File: config.mk
export PLATFORM = sky130hd
export DESIGN_NAME = code_entry_buffer
export DESIGN_NICKNAME = d
export VERILOG_FILES = /design/src/rtl/code_lock_pkg.sv /design/src/rtl/tmr_inactivity.sv /design/src/rtl/code_entry_buffer.sv
export SDC_FILE = /design/constraint.sdc
export NUM_CORES = 1
export LEC_CHECK = 0
export ABC_AREA = 1
export CAP_MARGIN = 20
export CORE_ASPECT_RATIO = 0.6
export CORE_UTILIZATION = 35
export CTS_CLUSTER_SIZE = 28
export DETAILED_ROUTE_END_ITERATION = 10
export GPL_TIMING_DRIVEN = 0
export PLACE_DENSITY = 0.53
export SYNTH_ARGS = -nofsm -noshare
export SYNTH_HDL_FRONTEND = slang
export SYNTH_SLANG_ARGS = --single-unit
File: constraint.sdc
create_clock -name i_clk -period 1.9 [get_ports i_clk]
set_input_delay 0.19 -clock i_clk [delete_from_list [all_inputs] [get_ports i_clk]]
set_output_delay 0.19 -clock i_clk [all_outputs]
set_load 0.05 [all_outputs]
File: src/rtl/code_lock_pkg.sv
`default_nettype none
// ============================================================================
// Module   : code_lock_pkg
// Purpose  : Shared digit type, digit limit and entry-state encoding for the
//            code-entry buffer and the lock FSM, so both agree on encodings.
// Contents : t_digit        - one BCD digit
//            DIGIT_MAX      - largest accepted digit value
//            t_entry_state  - S_IDLE / S_ENTRY / S_DONE
// Revision : 1.0 - initial release
// ============================================================================
package code_lock_pkg;

    typedef logic [3:0] t_digit;

    localparam t_digit DIGIT_MAX = 4'd9;

    typedef enum logic [1:0] {
        S_IDLE  = 2'd0,
        S_ENTRY = 2'd1,
        S_DONE  = 2'd2
    } t_entry_state;

endpackage : code_lock_pkg
`default_nettype wire

File: src/rtl/tmr_inactivity.sv
`default_nettype none
// ============================================================================
// Module   : tmr_inactivity
// Purpose  : Inactivity timer. Counts while i_run is high and flags expiry
//            with a one-cycle pulse when the count reaches p_timeout-1.
// Ports    : i_clk     - system clock
//            i_rst     - synchronous reset, active-high
//            i_run     - advance the count this cycle
//            i_reload  - force the count back to 0 (wins over i_run)
//            o_expire  - high while the count sits at p_timeout-1
// Revision : 1.0 - initial release
// ============================================================================
module tmr_inactivity #(
    parameter int p_timeout = 250_000_000
) (
    input  logic i_clk,
    input  logic i_rst,
    input  logic i_run,
    input  logic i_reload,
    output logic o_expire
);

    localparam int                 p_tmr_w = $clog2(p_timeout);
    localparam logic [p_tmr_w-1:0] c_last  = p_tmr_w'(p_timeout - 1);

    logic [p_tmr_w-1:0] count_q;
    logic [p_tmr_w-1:0] count_d;

    // The count only ever leaves 0 while running, and p_timeout >= 2, so
    // expiry can never be flagged from an idle (zero) count.
    assign o_expire = (count_q == c_last);

    always_comb begin
        count_d = count_q;
        if (i_reload) begin
            count_d = '0;
        end else if (o_expire) begin
            // Wrap so the expiry is a single-cycle pulse even if the
            // owner keeps i_run asserted or stops running.
            count_d = '0;
        end else if (i_run) begin
            count_d = count_q + 1'b1;
        end
    end

    always_ff @(posedge i_clk) begin
        if (i_rst) begin
            count_q <= '0;
        end else begin
            count_q <= count_d;
        end
    end

endmodule : tmr_inactivity
`default_nettype wire

File: src/rtl/code_entry_buffer.sv
`default_nettype none
// ============================================================================
// Module   : code_entry_buffer
// Purpose  : Collects digit strobes into a shift buffer (newest at index 0),
//            drives the display array, emits the packed word with a one-cycle
//            valid pulse when full and clears itself after inactivity.
// Ports    : i_clk, i_rst          - clock, synchronous active-high reset
//            i_code, i_code_vld    - digit and its one-cycle strobe
//            i_clear               - synchronous clear from the lock FSM
//            i_bksp                - backspace strobe (CODE_ENTRY_BACKSPACE_EN)
//            o_digits              - display digits, index 0 newest
//            o_cnt                 - digits currently entered
//            o_word, o_word_vld    - packed code and its fill pulse
//            o_timeout             - pulse when a partial entry is abandoned
// Options  : CODE_ENTRY_BACKSPACE_EN adds the i_bksp port and its logic.
// Revision : 1.0 - initial release
// ============================================================================
module code_entry_buffer
    import code_lock_pkg::*;
#(
    parameter int p_digits  = 4,
    parameter int p_timeout = 250_000_000
) (
    input  logic                         i_clk,
    input  logic                         i_rst,
    input  logic [3:0]                   i_code,
    input  logic                         i_code_vld,
    input  logic                         i_clear,
`ifdef CODE_ENTRY_BACKSPACE_EN
    input  logic                         i_bksp,
`endif
    output logic [3:0]                   o_digits [p_digits],
    output logic [$clog2(p_digits+1)-1:0] o_cnt,
    output logic [4*p_digits-1:0]        o_word,
    output logic                         o_word_vld,
    output logic                         o_timeout
);

    localparam int               c_cnt_w = $clog2(p_digits + 1);
    localparam logic [c_cnt_w-1:0] c_full = c_cnt_w'(p_digits);

    t_entry_state         state_q, state_d;
    t_digit               buf_q [p_digits];
    t_digit               buf_d [p_digits];
    logic [c_cnt_w-1:0]   cnt_q, cnt_d;
    logic [4*p_digits-1:0] word_q, word_d;
    logic                 word_vld_q, word_vld_d;
    logic                 timeout_q, timeout_d;

    logic                 tmr_reload;
    logic                 tmr_run;
    logic                 tmr_expire;

    // Any strobe (even a rejected digit) holds the timer for that cycle;
    // accepted digits reload it explicitly.
    assign tmr_run = (state_q != S_IDLE) && !i_code_vld;

    tmr_inactivity #(
        .p_timeout (p_timeout)
    ) u_tmr (
        .i_clk    (i_clk),
        .i_rst    (i_rst),
        .i_run    (tmr_run),
        .i_reload (tmr_reload),
        .o_expire (tmr_expire)
    );

    always_comb begin
        state_d    = state_q;
        buf_d      = buf_q;
        cnt_d      = cnt_q;
        word_d     = word_q;
        word_vld_d = 1'b0;
        timeout_d  = 1'b0;
        tmr_reload = 1'b0;

        if (i_clear) begin
            for (int i = 0; i < p_digits; i++) buf_d[i] = '0;
            cnt_d      = '0;
            state_d    = S_IDLE;
            tmr_reload = 1'b1;
        end else if (tmr_expire) begin
            // A completed word is dropped silently; only a partial
            // entry counts as abandoned.
            for (int i = 0; i < p_digits; i++) buf_d[i] = '0;
            cnt_d     = '0;
            state_d   = S_IDLE;
            timeout_d = (state_q == S_ENTRY);
`ifdef CODE_ENTRY_BACKSPACE_EN
        end else if (i_bksp) begin
            if (state_q == S_ENTRY) begin
                for (int i = 0; i < p_digits - 1; i++) buf_d[i] = buf_q[i+1];
                buf_d[p_digits-1] = '0;
                cnt_d      = cnt_q - 1'b1;
                tmr_reload = 1'b1;
                if (cnt_q == c_cnt_w'(1)) state_d = S_IDLE;
            end else if (state_q == S_DONE) begin
                for (int i = 0; i < p_digits; i++) buf_d[i] = '0;
                cnt_d      = '0;
                state_d    = S_IDLE;
                tmr_reload = 1'b1;
            end
`endif
        end else if (i_code_vld && (i_code <= DIGIT_MAX)) begin
            tmr_reload = 1'b1;
            if (state_q == S_DONE) begin
                // Digit after a full word starts a fresh word.
                for (int i = 1; i < p_digits; i++) buf_d[i] = '0;
                buf_d[0] = i_code;
                cnt_d    = c_cnt_w'(1);
                state_d  = S_ENTRY;
            end else begin
                for (int i = 1; i < p_digits; i++) buf_d[i] = buf_q[i-1];
                buf_d[0] = i_code;
                cnt_d    = cnt_q + 1'b1;
                if (cnt_d == c_full) begin
                    state_d    = S_DONE;
                    word_vld_d = 1'b1;
                    for (int i = 0; i < p_digits; i++) word_d[4*i +: 4] = buf_d[i];
                end else begin
                    state_d = S_ENTRY;
                end
            end
        end
    end

    always_ff @(posedge i_clk) begin
        if (i_rst) begin
            state_q    <= S_IDLE;
            for (int i = 0; i < p_digits; i++) buf_q[i] <= '0;
            cnt_q      <= '0;
            word_q     <= '0;
            word_vld_q <= 1'b0;
            timeout_q  <= 1'b0;
        end else begin
            state_q    <= state_d;
            buf_q      <= buf_d;
            cnt_q      <= cnt_d;
            word_q     <= word_d;
            word_vld_q <= word_vld_d;
            timeout_q  <= timeout_d;
        end
    end

    always_comb begin
        for (int i = 0; i < p_digits; i++) o_digits[i] = buf_q[i];
    end

    assign o_cnt      = cnt_q;
    assign o_word     = word_q;
    assign o_word_vld = word_vld_q;
    assign o_timeout  = timeout_q;

endmodule : code_entry_buffer
`default_nettype wire

==> results of run 1 <==
-- flip-flops by register name (all words and copies together), names as in the netlist --
signal / flops
o_digits: 16
o_timeout: 1
u_tmr.count_q: 28
o_word: 16
o_cnt: 3
state_q: 2
o_word_vld: 1
-- final cells by class --
class | count | area, um2 | area share
Clock buffer | 10 | 239 | 0.0542
Timing Repair Buffer | 44 | 440 | 0.0999
Tap cell | 130 | 163 | 0.0369
Multi-Input combinational cell | 323 | 1670 | 0.379
Sequential cell | 67 | 1340 | 0.304
Buffer | 14 | 90.1 | 0.0204
Inverter | 94 | 353 | 0.0801
Clock inverter | 6 | 111 | 0.0253
-- final timing paths --
path / endpoint / slack [ns]
setup / recovery: o_cnt[0] / 0.12
setup reg to reg: o_word[12]$_SDFFE_PP0P_ / 0.17
hold reg to reg: u_tmr.count_q[1]$_SDFFE_PP0P_ / 0.48
hold / removal: u_tmr.count_q[1]$_SDFFE_PP0P_ / 0.48
-- power by group through the flow --
stage	clock, mW	combinational (mW)	sequential [mW]
after CTS	1.99	0.209	1.43
final	1.95	0.209	1.43
after global routing	2.07	0.229	1.43
after detailed placement	0	0.209	1.46
after global placement	0	0.208	1.46
after floorplan	0	0.0874	1.50
-- logic make-up (layout without fill, tap and decap cells) --
group / count (synthesis) / count (layout)
and+or+nand+nor: 263 / 263
buffers and inverters: 108 / 168
DFF: 67 / 67
AOI/OAI and AO/OA: 49 / 49
xor gates and xnor gates: 8 / 8
adders and majority gates: 3 / 3
-- worst min-delay path, stage by stage (launching register included) --
cell and delay [ns]:
sky130_fd_sc_hd__dfxtp_1 0.32, sky130_fd_sc_hd__nand2_1 0.06, sky130_fd_sc_hd__a21oi_1 0.05
-- routing by layer --
metal | track usage | up-vias | routed length (um)
li1 | - | 1682 | -
met1 | 0.318 | 1400 | 5240
met2 | 0.232 | 82 | 3140
met3 | 0.0600 | 9 | 628
met4 | 0.0593 | 0 | 92
met5 | 0 | - | 0
-- layout by cell type, fill, tap and decap left out, types with 10 or more instances in the layout --
| cell type | instances |
|---|---|
| sky130_fd_sc_hd__nand4_1 | 31 |
| sky130_fd_sc_hd__nand2_2 | 14 |
| sky130_fd_sc_hd__o21ai_0 | 10 |
| sky130_fd_sc_hd__a21oi_1 | 27 |
| sky130_fd_sc_hd__nand3_1 | 19 |
| sky130_fd_sc_hd__inv_1 | 86 |
| sky130_fd_sc_hd__clkdlybuf4s50_1 | 44 |
| sky130_fd_sc_hd__nor2_1 | 69 |
| sky130_fd_sc_hd__dfxtp_1 | 67 |
| sky130_fd_sc_hd__nand2_1 | 96 |
-- per-stage QoR --
step	cell area [um2]	worst slack [ns]
5_1_grt	4410	0.0116
3_5_place_dp	4060	-0.0125
2_1_floorplan	3450	0.0758
3_3_place_gp	4060	-0.00175
6_report	4410	0.123
4_1_cts	4410	0.102
==> results.json, run 1 <==
{
  "power.share.clock": 0.544,
  "area_share_of_fa_ha_maj_cells_after_synthesis": 0.0109,
  "synth_top_family_by_area": "simple AND/OR/NAND/NOR gates",
  "max_clock_freq_ghz": 0.563,
  "remaining_max_slew_budget_at_the_tightest_pin": 0.610,
  "synth_commonest_cells": "96 x sky130_fd_sc_hd__nand2_1, 86 x sky130_fd_sc_hd__inv_1, 69 x sky130_fd_sc_hd__nor2_1",
  "syn-instance-count": 498,
  "nets": 564,
  "hp-start": "u_tmr.count_q[1]$_SDFFE_PP0P_",
  "synthToLayoutAreaGrowth_pct": 27.6,
  "layout_worst_path_cycle_share": 0.935,
  "cell_internal_pwr_mw": 2.80,
  "timing.critical_path.depth": 1,
  "yosys-mux-area-fraction": 0,
  "crit_path_max_incr_delay_ns": 0.86,
  "initial_utilization": 0.369,
  "final_layout_size_suffix_gt1_frac": 0.122,
  "drv_slew": 0,
  "setup_viol": 0,
  "post-synth-top-area-fraction": 0.388,
  "result_of_the_run": "finished clean",
  "insertion_delay_ns": 0.33,
  "grtUsageTotal": 0.197,
  "synth_warn": 0,
  "critPathBufInv": 1,
  "ys_seq_area_frac": 0.388,
  "number_of_enable_type_register_cells_in_the_synthesized_netlist": 0,
  "grt_pass1_vias": 2788,
  "dieArea_um2": 10300,
  "nFillCells": 987,
  "p_per_area_nw_per_um2": 814,
  "min_period_ns": 1.78,
  "critPathLaunchType": "flop",
  "fin_tns_setup_ns": 0,
  "criticalPathCategory": "reg2out",
  "worstPathMaxFanout": 5,
  "io_pins": 45,
  "max_slew.worst_pin.slew_ns": 0.581,
  "port-buffer-count": 44,
  "holdPathStages": 2,
  "htree_num_levels": 3,
  "ys_seq_elements": 67,
  "num_vias": 3173,
  "critical_path.slowest_cell": "sky130_fd_sc_hd__clkdlybuf4s50_1",
  "stdcell_count": 688,
  "synthXorXnorAreaFrac": 0.0203,
  "cts.root.buffer_cell": "sky130_fd_sc_hd__clkbuf_16",
  "grt_setup_unrepaired": "no",
  "cp_cell_sequence": "clkdlybuf4s50_1",
  "grt_max_degree": 13,
  "postCtsResizedCells": 0,
  "drc": 0,
  "die_height_um": 78.9,
  "critical_path_required_ns": 1.71,
  "drt_pass1_iterations": 5,
  "critPathArrivalTime_ns": 1.59,
  "hpwlAfterDp_mm": 7.11,
  "final_core_util": 0.471,
  "grt-ovfl-total": 0,
  "routed_wl_mm": 9.10,
  "grt_antenna_before_repair": 0,
  "avgViaCountPerCell": 4.61,
  "power_mw": 3.59,
  "power.static_leakage_nw": 1.71,
  "postSynthNetCount": 509,
  "timing.critical_path.to_type": "primary output",
  "antenna_cells": 0,
  "max_cap_viol_count": 0,
  "cts.clk_slew.worst_paths_ns": 0.05,
  "crit_start": "o_cnt[0]$_SDFFE_PP0P_",
  "fp.coreArea_um2": 9360,
  "yosys-top-cells-area": "sky130_fd_sc_hd__dfxtp_1 39%, sky130_fd_sc_hd__nand2_1 10%, sky130_fd_sc_hd__inv_1 9.3%, sky130_fd_sc_hd__nor2_1 7.5%, sky130_fd_sc_hd__nand4_1 5.6%",
  "power_frac_seq": 0.398,
  "asyncSetResetFlopFracSynth": 0,
  "fp-row-count": 27,
  "netSwitchingFraction": 0.219,
  "fp.dieW_um": 130,
  "tritoncts": "yes",
  "tritoncts_num_sinks": 67,
  "reg2reg_from": "o_cnt[0]$_SDFFE_PP0P_",
  "yosys.cell_count.top_type": "sky130_fd_sc_hd__nand2_1",
  "synth.cell_area_um2": 3450,
  "power.switching_uw": 787,
  "cts_setup_buffers": 0,
  "synth_top_cell_by_area": "sky130_fd_sc_hd__dfxtp_1",
  "worstRegToRegCells": 10,
  "worst_vdd_drop_mv": 0.527,
  "comb_power_share": 0.058,
  "wire_per_inst_um": 13.2,
  "min-delay-path-class": "reg2reg",
  "ctsLongestPathBuffers": 2,
  "fin_hold_ws_ns": 0.484,
  "avgSynthCellArea_um2": 6.93,
  "fin_worst_skew_ns": 0.00571,
  "post_synth_num_cell_types": 35,
  "gp_routability_congestion": 0.937,
  "drt-initial-drc-count": 269,
  "grt_pass1_wl_mm": 14.9,
  "critical-path-top-delay-family": "buffers and inverters",
  "dominantRegCellSynth": "sky130_fd_sc_hd__dfxtp_1",
  "number_of_buffers_created_by_cts": 9,
  "numPlacedInstances": 672,
  "post_synth_and_or_nand_nor_area_fraction": 0.373,
  "drt.antenna.violating_nets": 0,
  "hold_violations": 0,
  "cts_hold_buffers": 0,
  "synth_compound_area_frac": 0.0793
}
Note: power is estimated with default switching activity, not from simulation.
==> run 2, diff against run 1 <==
--- a/config.mk
+++ b/config.mk
@@ -14,5 +14,6 @@
 export GPL_TIMING_DRIVEN = 0
-export PLACE_DENSITY = 0.53
+export PLACE_DENSITY = 0.67
 export SYNTH_ARGS = -nofsm -noshare
 export SYNTH_HDL_FRONTEND = slang
+export SYNTH_HIERARCHICAL = 1
 export SYNTH_SLANG_ARGS = --single-unit
==> constraint.sdc (replaced) <==
create_clock -name i_clk -period 1.9 [get_ports i_clk]
set_input_delay 0.285 -clock i_clk [delete_from_list [all_inputs] [get_ports i_clk]]
set_output_delay 0.285 -clock i_clk [all_outputs]
set_load 0.05 [all_outputs]
==> run 2 against run 1 <==
Hold slack got worse by 0.071 ns; via count increased by 3.5%; clock-buffer cell count unchanged; first-iteration DRC count increased by 14%; sequential cell count did not move; combinational power down 18%; register-to-register slack got worse by 0.02 ns; power decreased by 2.3%; critical path depth is the same; wire length increased by 0.11%; cell area down 1.1%; clock skew shrank 0.0014 ns; critical path type unchanged.
==> results.json, run 2 <==
{
  "antenna_cells": 0,
  "final_layout_size_suffix_gt1_frac": 0.112,
  "comb_power_share": 0.049,
  "initial_utilization": 0.362,
  "htree_num_levels": 3,
  "synth_compound_area_frac": 0.0568,
  "final_core_util": 0.475,
  "ys_seq_area_frac": 0.403,
  "cell_internal_pwr_mw": 2.75,
  "dieArea_um2": 9900,
  "setup_viol": 0,
  "mostFrequentLayoutCells": "124 x sky130_fd_sc_hd__nor2_1, 103 x sky130_fd_sc_hd__nand2_1, 61 x sky130_fd_sc_hd__inv_1, 61 x sky130_fd_sc_hd__dfxtp_1, 43 x sky130_fd_sc_hd__clkdlybuf4s50_1",
  "avgViaCountPerCell": 4.75,
  "critical_path_required_ns": 1.62,
  "critPathBufInv": 1,
  "dominantRegCellSynth": "sky130_fd_sc_hd__dfxtp_1",
  "ys_seq_elements": 67,
  "number_of_enable_type_register_cells_in_the_synthesized_netlist": 0,
  "post-synth-top-area-fraction": 0.403,
  "critical-path-top-delay-family": "buffers and inverters",
  "routed_wl_mm": 9.11,
  "grt_setup_unrepaired": "no",
  "ctsLongestPathBuffers": 2,
  "syn-instance-count": 499,
  "remaining_max_slew_budget_at_the_tightest_pin": 0.649,
  "yosys.cell_count.top_type": "sky130_fd_sc_hd__nor2_1",
  "crit_path_max_incr_delay_ns": 0.83,
  "fin_hold_ws_ns": 0.413,
  "largest-register": "u_tmr/count_q",
  "drt.antenna.violating_nets": 0,
  "synth_top_cell_by_area": "sky130_fd_sc_hd__dfxtp_1",
  "cts.clk_slew.worst_paths_ns": 0.06,
  "hpwlAfterDp_mm": 6.88,
  "power.static_leakage_nw": 1.58,
  "drt_pass1_iterations": 6,
  "nets": 567,
  "p_per_area_nw_per_um2": 804,
  "post_synth_and_or_nand_nor_area_fraction": 0.400,
  "power.switching_uw": 758,
  "tritoncts_num_sinks": 67,
  "grt_pass1_wl_mm": 14.6,
  "numPlacedInstances": 673,
  "min-delay-path-class": "in2reg",
  "max_slew.worst_pin.slew_ns": 0.526,
  "seqCellArea_um2": 1350,
  "critPathLaunchType": "flop",
  "insertion_delay_ns": 0.33,
  "criticalPathCategory": "reg2out",
  "power_frac_seq": 0.404,
  "layout_commonest_cell": "sky130_fd_sc_hd__nor2_1",
  "yosys-top-cells-area": "sky130_fd_sc_hd__dfxtp_1 40%, sky130_fd_sc_hd__nor2_1 14%, sky130_fd_sc_hd__nand2_1 12%, sky130_fd_sc_hd__inv_1 7.1%, sky130_fd_sc_hd__a21oi_1 4.1%",
  "area_share_of_fa_ha_maj_cells_after_synthesis": 0.0113,
  "multi_input_area_um2": 1710,
  "drv_slew": 0,
  "wire_per_inst_um": 13.2,
  "synthXorXnorAreaFrac": 0.0263,
  "grtUsageTotal": 0.192,
  "grt_antenna_before_repair": 0,
  "stdcell_count": 691,
  "drt-initial-drc-count": 308,
  "power.share.clock": 0.547,
  "fin_worst_skew_ns": 0.00434,
  "grt-ovfl-total": 0,
  "yosys-mux-area-fraction": 0.00301,
  "cp_cell_sequence": "clkdlybuf4s50_1",
  "timing.critical_path.to_type": "primary output",
  "min_period_ns": 1.86,
  "layout_worst_path_cycle_share": 0.978,
  "largest_register_ff_count": 28,
  "synth_commonest_cells": "126 x sky130_fd_sc_hd__nor2_1, 106 x sky130_fd_sc_hd__nand2_1, 67 x sky130_fd_sc_hd__dfxtp_1",
  "fp-row-count": 27,
  "critical_path.slowest_cell": "sky130_fd_sc_hd__clkdlybuf4s50_1",
  "fp.dieW_um": 128,
  "gp_routability_congestion": 0.881,
  "post_synth_num_cell_types": 27,
  "max_cap_viol_count": 0,
  "synthToLayoutAreaGrowth_pct": 31.2,
  "asyncSetResetFlopFracSynth": 0,
  "netSwitchingFraction": 0.216,
  "die_height_um": 77.5,
  "number_of_buffers_created_by_cts": 9,
  "postSynthNetCount": 510,
  "drc": 0,
  "result_of_the_run": "finished clean",
  "power_mw": 3.51,
  "worstPathMaxFanout": 5,
  "grt_pass1_vias": 2880,
  "synth_top_family_by_area": "simple AND/OR/NAND/NOR gates",
  "synth_warn": 6,
  "port-buffer-count": 44,
  "nFillCells": 935,
  "num_vias": 3284,
  "grt_max_degree": 13,
  "cts.root.buffer_cell": "sky130_fd_sc_hd__clkbuf_16",
  "io_pins": 45,
  "worst_vdd_drop_mv": 0.521,
  "tritoncts": "yes",
  "fp.coreArea_um2": 9190,
  "critPathArrivalTime_ns": 1.57,
  "synth.cell_area_um2": 3320,
  "hold_violations": 0,
  "max_clock_freq_ghz": 0.538,
  "avgSynthCellArea_um2": 6.66
}
## run 2: path summary, 6_finish.rpt
check | startpoint | end | slack, ns | cells after the start
max reg2reg | u_tmr/count_q[8]$_SDFFE_PP0P_ | o_cnt[0]$_SDFFE_PP0P_ | 0.15 | 12
min | i_code_vld | o_digits[15]$_SDFFE_PP0P_ | 0.41 | 3
min reg2reg | state_q[1]$_SDFFE_PP0P_ | o_timeout$_SDFF_PP0_ | 0.47 | 1
max | o_cnt[0]$_SDFFE_PP0P_ | o_cnt[0] | 0.04 | 1
## run 2: routing by layer
layer	share of wire	vias to the layer above	GRT usage
li1	-	1677	-
met2	0.38	111	0.243
met3	0.078	8	0.0455
met4	0.0098	0	0.0506
met5	0	-	0
met1	0.54	1488	0.309
## run 2: what timing repair did
item / CTS / global route
cloned: 0 / 0
hold buffers: 0 / 0
endpoints found under the setup margin: 51 / 54
setup buffers: 1 / 1
pin swaps: 1 / 4
resized for setup: 7 / 21
## run 2: through the flow
| stage | cell area [um2] | setup slack [ns] | TNS [ns] |
|---|---|---|---|
| 5_1_grt | 4360 | 0.00300 | 0 |
| 4_1_cts | 4300 | 0.00749 | 0 |
| 3_3_place_gp | 3930 | -0.422 | -10.86 |
| 6_report | 4360 | 0.0421 | 0 |
| 2_1_floorplan | 3320 | 0.105 | 0 |
| 3_5_place_dp | 3930 | -0.423 | -12.88 |
## run 2: layout make-up
class,instances,area share
multi-input combinational,355,0.393
sequential,67,0.310
timing repair buffer,46,0.105
inverter,66,0.0574
clock buffer,10,0.0525
tap,130,0.0373
clock inverter,6,0.0261
buffer,11,0.0192
## run 2: worst reg2reg max path, delay by kind of cell (launching register included)
family | cells | cell delay, ns
DFF | 1 | 0.43
and+or+nand+nor | 7 | 0.72
AOI/OAI and AO/OA | 2 | 0.24
buffers and inverters | 3 | 0.30
## run 2: kinds of logic (layout without fill, tap and decap cells)
group,Yosys count,in the layout
buffers and inverters,77,139
XOR/XNOR,10,10
multiplexers,1,1
AO/OA/AOI/OAI,37,37
flip-flops,67,67
AND/OR/NAND/NOR,304,304
adder cells (fa/ha/maj),3,3
## run 2: power by group through the flow
stage	clock network [mW]	registers [mW]	logic (mW)
6_report	1.92	1.42	0.171
4_1_cts	1.95	1.42	0.163
3_5_place_dp	0	1.45	0.159
2_1_floorplan	0	1.46	0.0830
3_3_place_gp	0	1.45	0.156
5_1_grt	2.01	1.42	0.185
